$ cat src/rtl/cdb_arbiter.sv
// -----------------------------------------------------------------------------
// cdb_arbiter
//
// Writeback arbiter for the common data bus (CDB). The functional units
// (0=add, 1=mul, 2=div, 3=br, 4=mem) offer completed results over a
// valid/ready handshake. At most one result is granted per cycle. The winner's
// payload is registered and broadcast one cycle later to the RAT, the physical
// register file, the reservation stations and the ROB.
//
// Grant selection:
//   default                  round-robin; rr_ptr names the highest-priority
//                            requester and moves to winner+1 after each grant.
//   CDB_ARB_FIXED_PRIO_EN    when this macro is defined, fixed priority is
//                            used instead (mem > br > div > mul > add) and
//                            there is no rr_ptr. Starvation is possible.
//
// Ports:
//   clk, rst              clock; synchronous active-high reset
//   global_branch_signal  branch flush; suppresses this cycle's grant
//   req_valid[i]          requester i offers a result
//   req_ready[i]          requester i is granted this cycle (one-hot or zero,
//                         combinational)
//   req_rd/pd/data/rob_idx[i]  payload of requester i
//   cdb_valid             registered broadcast valid (one cycle per grant)
//   cdb_regf_we           cdb_valid && cdb_rd != 0
//   cdb_rd/pd/data/rob_idx  registered broadcast payload (held between grants)
//   cdb_src               index of the requester that produced the broadcast
// -----------------------------------------------------------------------------
module cdb_arbiter #(
  parameter int NUM_REQ       = 5,
  parameter int PHYS_REG_BITS = 6,
  parameter int ROB_IDX_BITS  = 5
) (
  input  logic                       clk,
  input  logic                       rst,
  input  logic                       global_branch_signal,
  input  logic [NUM_REQ-1:0]         req_valid,
  output logic [NUM_REQ-1:0]         req_ready,
  input  logic [4:0]                 req_rd      [NUM_REQ],
  input  logic [PHYS_REG_BITS-1:0]   req_pd      [NUM_REQ],
  input  logic [31:0]                req_data    [NUM_REQ],
  input  logic [ROB_IDX_BITS-1:0]    req_rob_idx [NUM_REQ],
  output logic                       cdb_valid,
  output logic                       cdb_regf_we,
  output logic [4:0]                 cdb_rd,
  output logic [PHYS_REG_BITS-1:0]   cdb_pd,
  output logic [31:0]                cdb_data,
  output logic [ROB_IDX_BITS-1:0]    cdb_rob_idx,
  output logic [$clog2(NUM_REQ)-1:0] cdb_src
);

  localparam int SRC_W = $clog2(NUM_REQ);

  logic             grant_any;
  logic [SRC_W-1:0] grant_idx;

`ifndef CDB_ARB_FIXED_PRIO_EN
  logic [SRC_W-1:0] rr_ptr;
  logic [SRC_W-1:0] rr_ptr_next;
`endif

  // Winner selection. Reset and flush both force "no grant", which keeps
  // req_ready low and blocks capture and pointer movement in one place.
  always_comb begin
    // NOTE: every variable written here gets a default first so no path can
    // leave it unassigned and infer a latch.
    grant_any = 1'b0;
    grant_idx = '0;
`ifdef CDB_ARB_FIXED_PRIO_EN
    // Ascending scan: the last valid index seen is the highest one, which is
    // the highest-priority requester.
    for (int i = 0; i < NUM_REQ; i++) begin
      if (req_valid[i]) begin
        grant_any = 1'b1;
        grant_idx = SRC_W'(i);
      end
    end
`else
    // Scan rr_ptr, rr_ptr+1, ... with wrap-around; first valid wins.
    for (int k = 0; k < NUM_REQ; k++) begin
      int idx;
      idx = int'(rr_ptr) + k;
      if (idx >= NUM_REQ) idx = idx - NUM_REQ;
      if (!grant_any && req_valid[idx[SRC_W-1:0]]) begin
        grant_any = 1'b1;
        grant_idx = idx[SRC_W-1:0];
      end
    end
`endif
    if (rst || global_branch_signal) begin
      grant_any = 1'b0;
      grant_idx = '0;
    end
  end

  always_comb begin
    req_ready = '0;
    if (grant_any) req_ready[grant_idx] = 1'b1;
  end

`ifndef CDB_ARB_FIXED_PRIO_EN
  // Pointer moves just past the winner so it becomes lowest priority next.
  always_comb begin
    if (grant_idx == SRC_W'(NUM_REQ - 1)) rr_ptr_next = '0;
    else                                   rr_ptr_next = grant_idx + SRC_W'(1);
  end
`endif

  // Output register. Payload holds between grants; only cdb_valid pulses.
  always_ff @(posedge clk) begin
    // NOTE: sequential state uses non-blocking assignments so every register
    // samples pre-edge values regardless of statement order.
    if (rst) begin
      cdb_valid   <= 1'b0;
      cdb_regf_we <= 1'b0;
      cdb_rd      <= '0;
      cdb_pd      <= '0;
      cdb_data    <= '0;
      cdb_rob_idx <= '0;
      cdb_src     <= '0;
`ifndef CDB_ARB_FIXED_PRIO_EN
      rr_ptr      <= '0;
`endif
    end else begin
      cdb_valid   <= grant_any;
      // Results to x0 are still broadcast (the ROB needs them) but must not
      // write the register file.
      cdb_regf_we <= grant_any && (req_rd[grant_idx] != 5'd0);
      if (grant_any) begin
        cdb_rd      <= req_rd[grant_idx];
        cdb_pd      <= req_pd[grant_idx];
        cdb_data    <= req_data[grant_idx];
        cdb_rob_idx <= req_rob_idx[grant_idx];
        cdb_src     <= grant_idx;
`ifndef CDB_ARB_FIXED_PRIO_EN
        rr_ptr      <= rr_ptr_next;
`endif
      end
    end
  end

endmodule

$ cat config.mk
export PLATFORM = sky130hd
export DESIGN_NAME = cdb_arbiter
export DESIGN_NICKNAME = d
export VERILOG_FILES = /design/src/rtl/cdb_arbiter.sv
export SDC_FILE = /design/constraint.sdc
export NUM_CORES = 1
export LEC_CHECK = 0
export ABC_AREA = 0
export CELL_PAD_IN_SITES_DETAIL_PLACEMENT = 1
export CELL_PAD_IN_SITES_GLOBAL_PLACEMENT = 2
export CORE_MARGIN = 2
export CORE_UTILIZATION = 20
export CTS_BUF_LIST = sky130_fd_sc_hd__clkbuf_8
export DETAILED_ROUTE_END_ITERATION = 8
export PLACE_DENSITY = 0.83
export SLEW_MARGIN = 25
export SYNTH_ARGS = -nofsm -noshare
export SYNTH_HDL_FRONTEND = slang
export SYNTH_SLANG_ARGS = --single-unit
$ cat constraint.sdc
create_clock -name clk -period 4.9 [get_ports clk]
set_clock_uncertainty 0.15 [all_clocks]
set_input_delay 0.49 -clock clk [delete_from_list [all_inputs] [get_ports clk]]
set_output_delay 0.49 -clock clk [all_outputs]
set_load 0.005 [all_outputs]
==> metrics.cfg, run 1 <==
[grt]
grt_pass1_vias = 5527
antenna_found_initial = 0
grt_pass1_wl_um = 31000
track_usage = 0.162
grt_overflow = 0
grt_max_degree = 56

[logic_synthesis]
synth_top_cell_by_area = dfxtp_1
synth_edf_count = 0
ys_ff_latch = 56
synth_area_per_cell_um2 = 8.49
postSynth.asyncResetShare = 0
yosys.area.top_type_share = 0.239
syn_inst = 553
synth_area_um2 = 4690
syn-num-nets = 812
yosysMostFrequentCell = mux2i_1
synthTopCellsByArea = dfxtp_1 (24%), mux2i_1 (20%), nand3b_1 (7.8%), o22ai_1 (5.2%), o21ai_1 (5.1%)
synth_flop_cell = dfxtp_1
ys_types = 66
yosys_warnings = 0
synth_commonest_cells = mux2i_1 (95), dfxtp_1 (56), nand3b_1 (49)
seq_area_frac_synth = 0.239

[clocking]
cts_tree = built
cts.sinks = 56
cts_hold_buf = 0
clk_pin_slew_ps = 100
cts-root-buf = clkbuf_8
cts_inserted_buffers = 5
h-tree-depth = 2
clkLatencyLatePin_ps = 320
cts_max_path_buffers = 2

[hold_path]
hold_depth = 2
min_path_type = flop to flop

[routing]
wl_um = 20600
drt_pass1_iterations = 4
ant_nets = 0
vias_per_cell = 4.66
wl_per_cell_um = 17.9
dr.first_iter.drc_count = 173
vias = 5378
drc = 0

[layout]
layout-drive-gt1-share = 0.0731
final_util = 0.353
fin_nets = 1095
insertedDiodeCount = 0
syn_to_final_growth_pct = 74.9

[sta]
hold_viol = 0
tightest_slew_ps = 805
setup_violations = 0
timing.final.max_slew_violations = 0
min_period_ps = 4690
finalCritPeriodShare = 0.957
fin_setup_tns_ps = 0
slew_headroom = 0.461
max_freq_ghz = 0.213
finalHoldWorstSlack_ps = 315
rsz0062_at_grt = false

[critical_path]
crit_buf_inv = 3
crit_type = flop to output port
crit_fanout = 12
worst-path-stages = 14
worstSetupEndpointType = output port
reg2regPathDepth = 16
critPathRequiredTime_ps = 4260
path_cells = inv_4 -> ha_1 -> inv_1 -> fa_2 -> o21ba_2 -> o221a_2 -> o21ai_1 -> o31a_1 -> mux2_2 -> o21ai_0 -> a31o_2 -> nand2_2 -> nor2_1 -> clkdlybuf4s50_1
slowest_stage = clkdlybuf4s50_1
cp-start-kind = flop
cp_slowest_stage_delay_ps = 530
path_delay_family = compound AO/OA/AOI/OAI gates
cp.arrival_ps = 4050

[floorplanning]
row_count = 56
core_um2 = 23300
die-area_um2 = 24700
io_pins = 306
start_util = 0.202
die_height_um = 157
die_w_um = 157

[outcome]
status = complete, no violations

[power]
power.density_nw_per_um2 = 517
finalPower_mw = 4.24
peakVddDrop_mv = 0.244
p_leak_nw = 3.46

[placed_design]
placement.io_buffers = 305
gp_congestion = 0.897
dp_hpwl_um = 16300

[run]
drv_cap = 0

==> state kept, by name, indices dropped and copies added, names as in the netlist <==
register,count
cdb_regf_we,1
cdb_pd,6
cdb_rd,5
rr_ptr,3
cdb_data,32
cdb_src,3
cdb_valid,1
cdb_rob_idx,5
==> per-layer routing <==
| layer | wire length (um) | part of all wire | up-vias | global-route usage |
|---|---|---|---|---|
| li1 | - | - | 2650 | - |
| met1 | 8330 | 0.40 | 2532 | 0.189 |
| met2 | 10500 | 0.51 | 174 | 0.291 |
| met3 | 1330 | 0.064 | 22 | 0.0435 |
| met4 | 425 | 0.021 | 0 | 0.0429 |
| met5 | 0 | 0 | - | 0 |
==> through the flow <==
| stage | area [um2] | cells | setup slack, ps |
|---|---|---|---|
| 2_1_floorplan | 4690 | 553 | 669 |
| 3_3_place_gp | 8050 | 1143 | 344 |
| 3_5_place_dp | 8050 | 1143 | 313 |
| 4_1_cts | 8170 | 1151 | 0.286 |
| 5_1_grt | 8210 | 1154 | 25.8 |
| 6_report | 8210 | 1154 | 208 |
==> logic make-up (layout without fill, tap and decap cells) <==
family                   count (synthesis)  in the layout  synth area share
AO/OA/AOI/OAI                          185            185             0.254
AND/OR/NAND/NOR                        130            130             0.171
multiplexers                           105            105             0.231
buffers and inverters                   61            343            0.0648
flip-flops                              56             56             0.239
adder cells (fa/ha/maj)                 11             11            0.0309
XOR/XNOR                                 5              5           0.00933
==> layout by cell type, fill, tap and decap left out, drive strengths merged, types with 3 or more instances in the layout <==
master / count
a21oi: 46
a221oi: 8
a31oi: 3
a41oi: 3
and3: 3
buf: 20
clkbuf: 5
clkdlybuf4s50: 303
dfxtp: 56
ha: 10
inv: 12
mux2: 9
mux2i: 95
nand2: 21
nand2b: 6
nand3: 5
nand3b: 49
nor2: 25
nor2b: 3
nor3: 9
o21ai: 60
o221a: 4
o22ai: 39
xnor2: 5
==> final cells by class <==
cell class | instances | area, um2
fill | 2791 | 15100
clock buffer | 5 | 68.8
inverter | 13 | 51.3
tap | 319 | 399
sequential | 56 | 1120
multi-input combinational | 436 | 3310
clock inverter | 1 | 30.0
timing repair buffer | 324 | 3230
==> report_power, final <==
part	leakage, nW	switching, mW	total (mW)	internal (mW)
registers	0.463	0.114	0.756	0.642
clock network	0.0501	0.160	0.307	0.147
logic	2.95	1.65	3.18	1.53
==> timing repair <==
action | CTS | global route
hold endpoints to repair | 0 | 0
gates cloned | 0 | 0
resized for setup | 1 | 7
setup endpoints to repair | 3 | 4
pin swaps | 1 | 4
buffers inserted | 2 | 3
==> tightest hold or removal path: stages, from the launching register on <==
cell     delay [ps]
dfxtp_1         330
nand2_1          60
nand2_1          50
==> path summary, 6_finish.rpt <==
| kind | startpoint | to | slack (ps) |
|---|---|---|---|
| hold / removal | cdb_src[0]$_SDFFE_PP0P_ | cdb_src[0]$_SDFFE_PP0P_ | 310 |
| setup reg to reg | rr_ptr[0]$_SDFFE_PP0P_ | rr_ptr[2]$_SDFFE_PP0P_ | 540 |
| setup / recovery | rr_ptr[0]$_SDFFE_PP0P_ | req_ready[1] | 210 |
| hold reg to reg | cdb_src[0]$_SDFFE_PP0P_ | cdb_src[0]$_SDFFE_PP0P_ | 310 |
(Power assumes the default switching activity.)
==> inputs of run 2 (changes only) <==
ABC_AREA = 1   (was 0)
CORE_UTILIZATION = 17   (was 20)
HOLD_SLACK_MARGIN = 0.05   (was not set)
PLACE_DENSITY = 0.8   (was 0.83)
clock period = 5.3 ns   (was 4.9 ns; I/O delays follow)
==> metrics.cfg, run 2 <==
[critical_path]
cp.arrival_ps = 4190  ; was 4050 ps
rrSetupSlack_ps = 910  ; was 540 ps
crit_end = req_ready[0]  ; was req_ready[1]
worstReg2RegStart = rr_ptr[1]$_SDFFE_PP0P_  ; was rr_ptr[0]$_SDFFE_PP0P_
cp-start-kind = flop  ; unchanged
reg2regPathDepth = 18  ; was 16
critPathRequiredTime_ps = 4620  ; was 4260 ps
crit_fanout = 13  ; was 12
worstSetupEndpointType = output port  ; unchanged
crit_start = rr_ptr[1]$_SDFFE_PP0P_  ; was rr_ptr[0]$_SDFFE_PP0P_
crit_type = flop to output port  ; unchanged
r2r_end = rr_ptr[2]$_SDFFE_PP0P_  ; unchanged

[layout]
final_area_um2 = 8380  ; was 8210 um2
fin_nets = 1411  ; was 1095
layout_common_cells = nand2_1 (373), clkdlybuf4s50_1 (304), a21oi_1 (98)  ; was clkdlybuf4s50_1 (303), mux2i_1 (94), dfxtp_1 (54)
layout_commonest_cell = nand2_1  ; was clkdlybuf4s50_1
nFillCells = 3701  ; was 2791
layout-drive-gt1-share = 0.0442  ; was 0.0731
biggestRegsByFlops = cdb_data: 32 flops, cdb_pd: 6 flops  ; unchanged
largest_reg_flops = 32  ; unchanged
syn_to_final_growth_pct = 71.1  ; was 74.9%
layoutNonFillerInstCount = 1539  ; was 1154
regMostFlops = cdb_data  ; unchanged

[grt]
antenna_found_initial = 2  ; was 0
grt_max_degree = 102  ; was 56
grt_pass1_wl_um = 39200  ; was 31000 um
grt_overflow = 0  ; unchanged
grt_pass1_vias = 6996  ; was 5527
track_usage = 0.166  ; was 0.162

[sta]
hold_viol = 0  ; unchanged
finalCritPeriodShare = 0.920
setup_violations = 0  ; unchanged
max_freq_ghz = 0.205
tightest_slew_ps = 882  ; was 805 ps
fin_setup_tns_ps = 0  ; unchanged
rsz0062_at_grt = false  ; unchanged
slew_headroom = 0.411  ; was 0.461
timing.final.max_slew_violations = 0  ; unchanged
min_period_ps = 4870
finalHoldWorstSlack_ps = 327  ; was 315 ps

[clocking]
cts_hold_buf = 0  ; unchanged
h-tree-depth = 2  ; unchanged
cts-root-buf = clkbuf_8  ; unchanged
cts.sinks = 56  ; unchanged
cts_setup_buffers = 0  ; was 2
clk_pin_slew_ps = 120  ; was 100 ps
cts_max_path_buffers = 2  ; unchanged
cts_inserted_buffers = 5  ; unchanged
cts_tree = built  ; unchanged
cts_resized = 0  ; was 1
clkLatencyLatePin_ps = 340  ; was 320 ps

[logic_synthesis]
synth_commonest_cells = nand2_1 (374), a21oi_1 (98), nor2_1 (73)  ; was mux2i_1 (95), dfxtp_1 (56), nand3b_1 (49)
yosys.area.top_type_share = 0.287  ; was 0.239
postSynth.asyncResetShare = 0  ; unchanged
ys_types = 31  ; was 66
seq_area_frac_synth = 0.229  ; was 0.239
syn-num-nets = 1140  ; was 812
synthTopCellsByArea = nand2_1 (29%), dfxtp_1 (23%), a21oi_1 (10%), nor2_1 (5.6%), nand3_1 (5.3%)  ; was dfxtp_1 (24%), mux2i_1 (20%), nand3b_1 (7.8%), o22ai_1 (5.2%), o21ai_1 (5.1%)
yosysMostFrequentCell = nand2_1  ; was mux2i_1
synth_edf_count = 0  ; unchanged
synth_top_cell_by_area = nand2_1  ; was dfxtp_1
synth_area_um2 = 4900  ; was 4690 um2
ys_ff_latch = 56  ; unchanged
synth_area_per_cell_um2 = 5.56  ; was 8.49 um2
yosys_warnings = 0  ; unchanged
synth_flop_cell = dfxtp_1  ; unchanged
syn_inst = 881  ; was 553

[floorplanning]
die_height_um = 174  ; was 157 um
core_um2 = 28500  ; was 23300 um2
io_pins = 306  ; unchanged
die-area_um2 = 30200  ; was 24700 um2
die_w_um = 174  ; was 157 um
row_count = 62  ; was 56
start_util = 0.172  ; was 0.202

[run]
drv_cap = 0  ; unchanged

[power]
power.density_nw_per_um2 = 349  ; was 517 nW/um2
peakVddDrop_mv = 0.142  ; was 0.244 mV
finalPower_mw = 2.93  ; was 4.24 mW
p_leak_nw = 3.64  ; was 3.46 nW

[placed_design]
dp.cells = 1529  ; was 1143
placement.io_buffers = 305  ; unchanged
dpl-instance-area_um2 = 8280  ; was 8050 um2
gp_congestion = 0.833  ; was 0.897
dp_hpwl_um = 19700  ; was 16300 um

[routing]
vias_per_cell = 4.34  ; was 4.66
vias = 6676  ; was 5378
drt_pass1_iterations = 7  ; was 4
wl_um = 25500  ; was 20600 um
ant_nets = 0  ; unchanged
dr.first_iter.drc_count = 263  ; was 173
wl_per_cell_um = 16.6  ; was 17.9 um
drc = 0  ; unchanged

[hold_path]
min_path_type = flop to flop  ; unchanged

[outcome]
status = complete, no violations  ; unchanged

==> run 2: cell types whose count changed in the layout (fill, tap and decap cells not counted), moves of 10 or more <==
cell / previous run / this run
a21oi_1: 45 / 98
inv_1: 8 / 50
mux2i_1: 94 / 0
nand2_1: 20 / 373
nand2_2: 1 / 11
nand3_1: 5 / 52
nand3b_1: 49 / 0
nor2_1: 25 / 73
o21ai_0: 11 / 25
o21ai_1: 47 / 9
o22ai_1: 39 / 1
o31ai_1: 1 / 27
==> run 2: worst min-delay path by stage <==
stage	to	slack [ps]	cells past startpoint	startpoint
after global placement	cdb_src[0]$_SDFFE_PP0P_	300	2	cdb_src[0]$_SDFFE_PP0P_
after floorplan	cdb_src[0]$_SDFFE_PP0P_	310	2	cdb_src[0]$_SDFFE_PP0P_
after CTS	cdb_src[0]$_SDFFE_PP0P_	330	2	cdb_src[0]$_SDFFE_PP0P_
final	cdb_src[0]$_SDFFE_PP0P_	330	2	cdb_src[0]$_SDFFE_PP0P_
after global routing	cdb_src[1]$_SDFFE_PP0P_	350	2	cdb_src[1]$_SDFFE_PP0P_
after detailed placement	cdb_src[0]$_SDFFE_PP0P_	310	2	cdb_src[0]$_SDFFE_PP0P_
==> run 2: worst max-delay path, cell delays in order, from the launching register on <==
cell and delay, ps:
dfxtp_1 470, inv_1 210, ha_1 250, ha_1 310, o21ai_1 200, nand3_1 190, nand2_1 150, nand2_1 60
nand3_1 60, nand2_1 80, a21oi_4 220, inv_2 80, nand3b_2 110, nand3_4 130, nand2_4 130, clkinv_2 200
nor3_1 420, clkdlybuf4s50_1 590
==> run 2: per-stage QoR <==
stage,util,setup WS (ps)
6_report,0.294,426
2_1_floorplan,-,1790
3_5_place_dp,0.290,815
3_3_place_gp,0.290,956
4_1_cts,0.293,422
5_1_grt,0.294,84.5
==> run 2: per-layer routing <==
metal	share of wire	vias up	GRT usage	wire length, um
met2	0.49	209	0.293	12400
met3	0.077	16	0.0526	1970
met1	0.42	3074	0.195	10800
met5	0	-	0	0
li1	-	3377	-	-
met4	0.013	0	0.0389	321
==> run 2: cell families after synthesis <==
logic type	synth area share
DFF	0.229
xor gates and xnor gates	0.00179
buffers and inverters	0.101
and+or+nand+nor	0.440
AOI/OAI and AO/OA	0.199
adders and majority gates	0.0296
==> run 2: layout make-up <==
| type | count | area (um2) | area share |
|---|---|---|---|
| flip-flops and latches | 56 | 1120 | 0.134 |
| repair buffers | 316 | 3160 | 0.377 |
| clock buffers | 6 | 82.6 | 0.00986 |
| diodes | 2 | 5.00 | 0.000597 |
| multi-input cells | 711 | 3290 | 0.392 |
| clock inverters | 2 | 13.8 | 0.00164 |
| well taps | 384 | 480 | 0.0573 |
| inverters | 62 | 234 | 0.0279 |
==> run 2: report_power, final <==
group | switching [mW] | internal (mW)
Clock | 0.178 | 0.108
Sequential | 0.0588 | 0.512
Combinational | 1.29 | 0.782
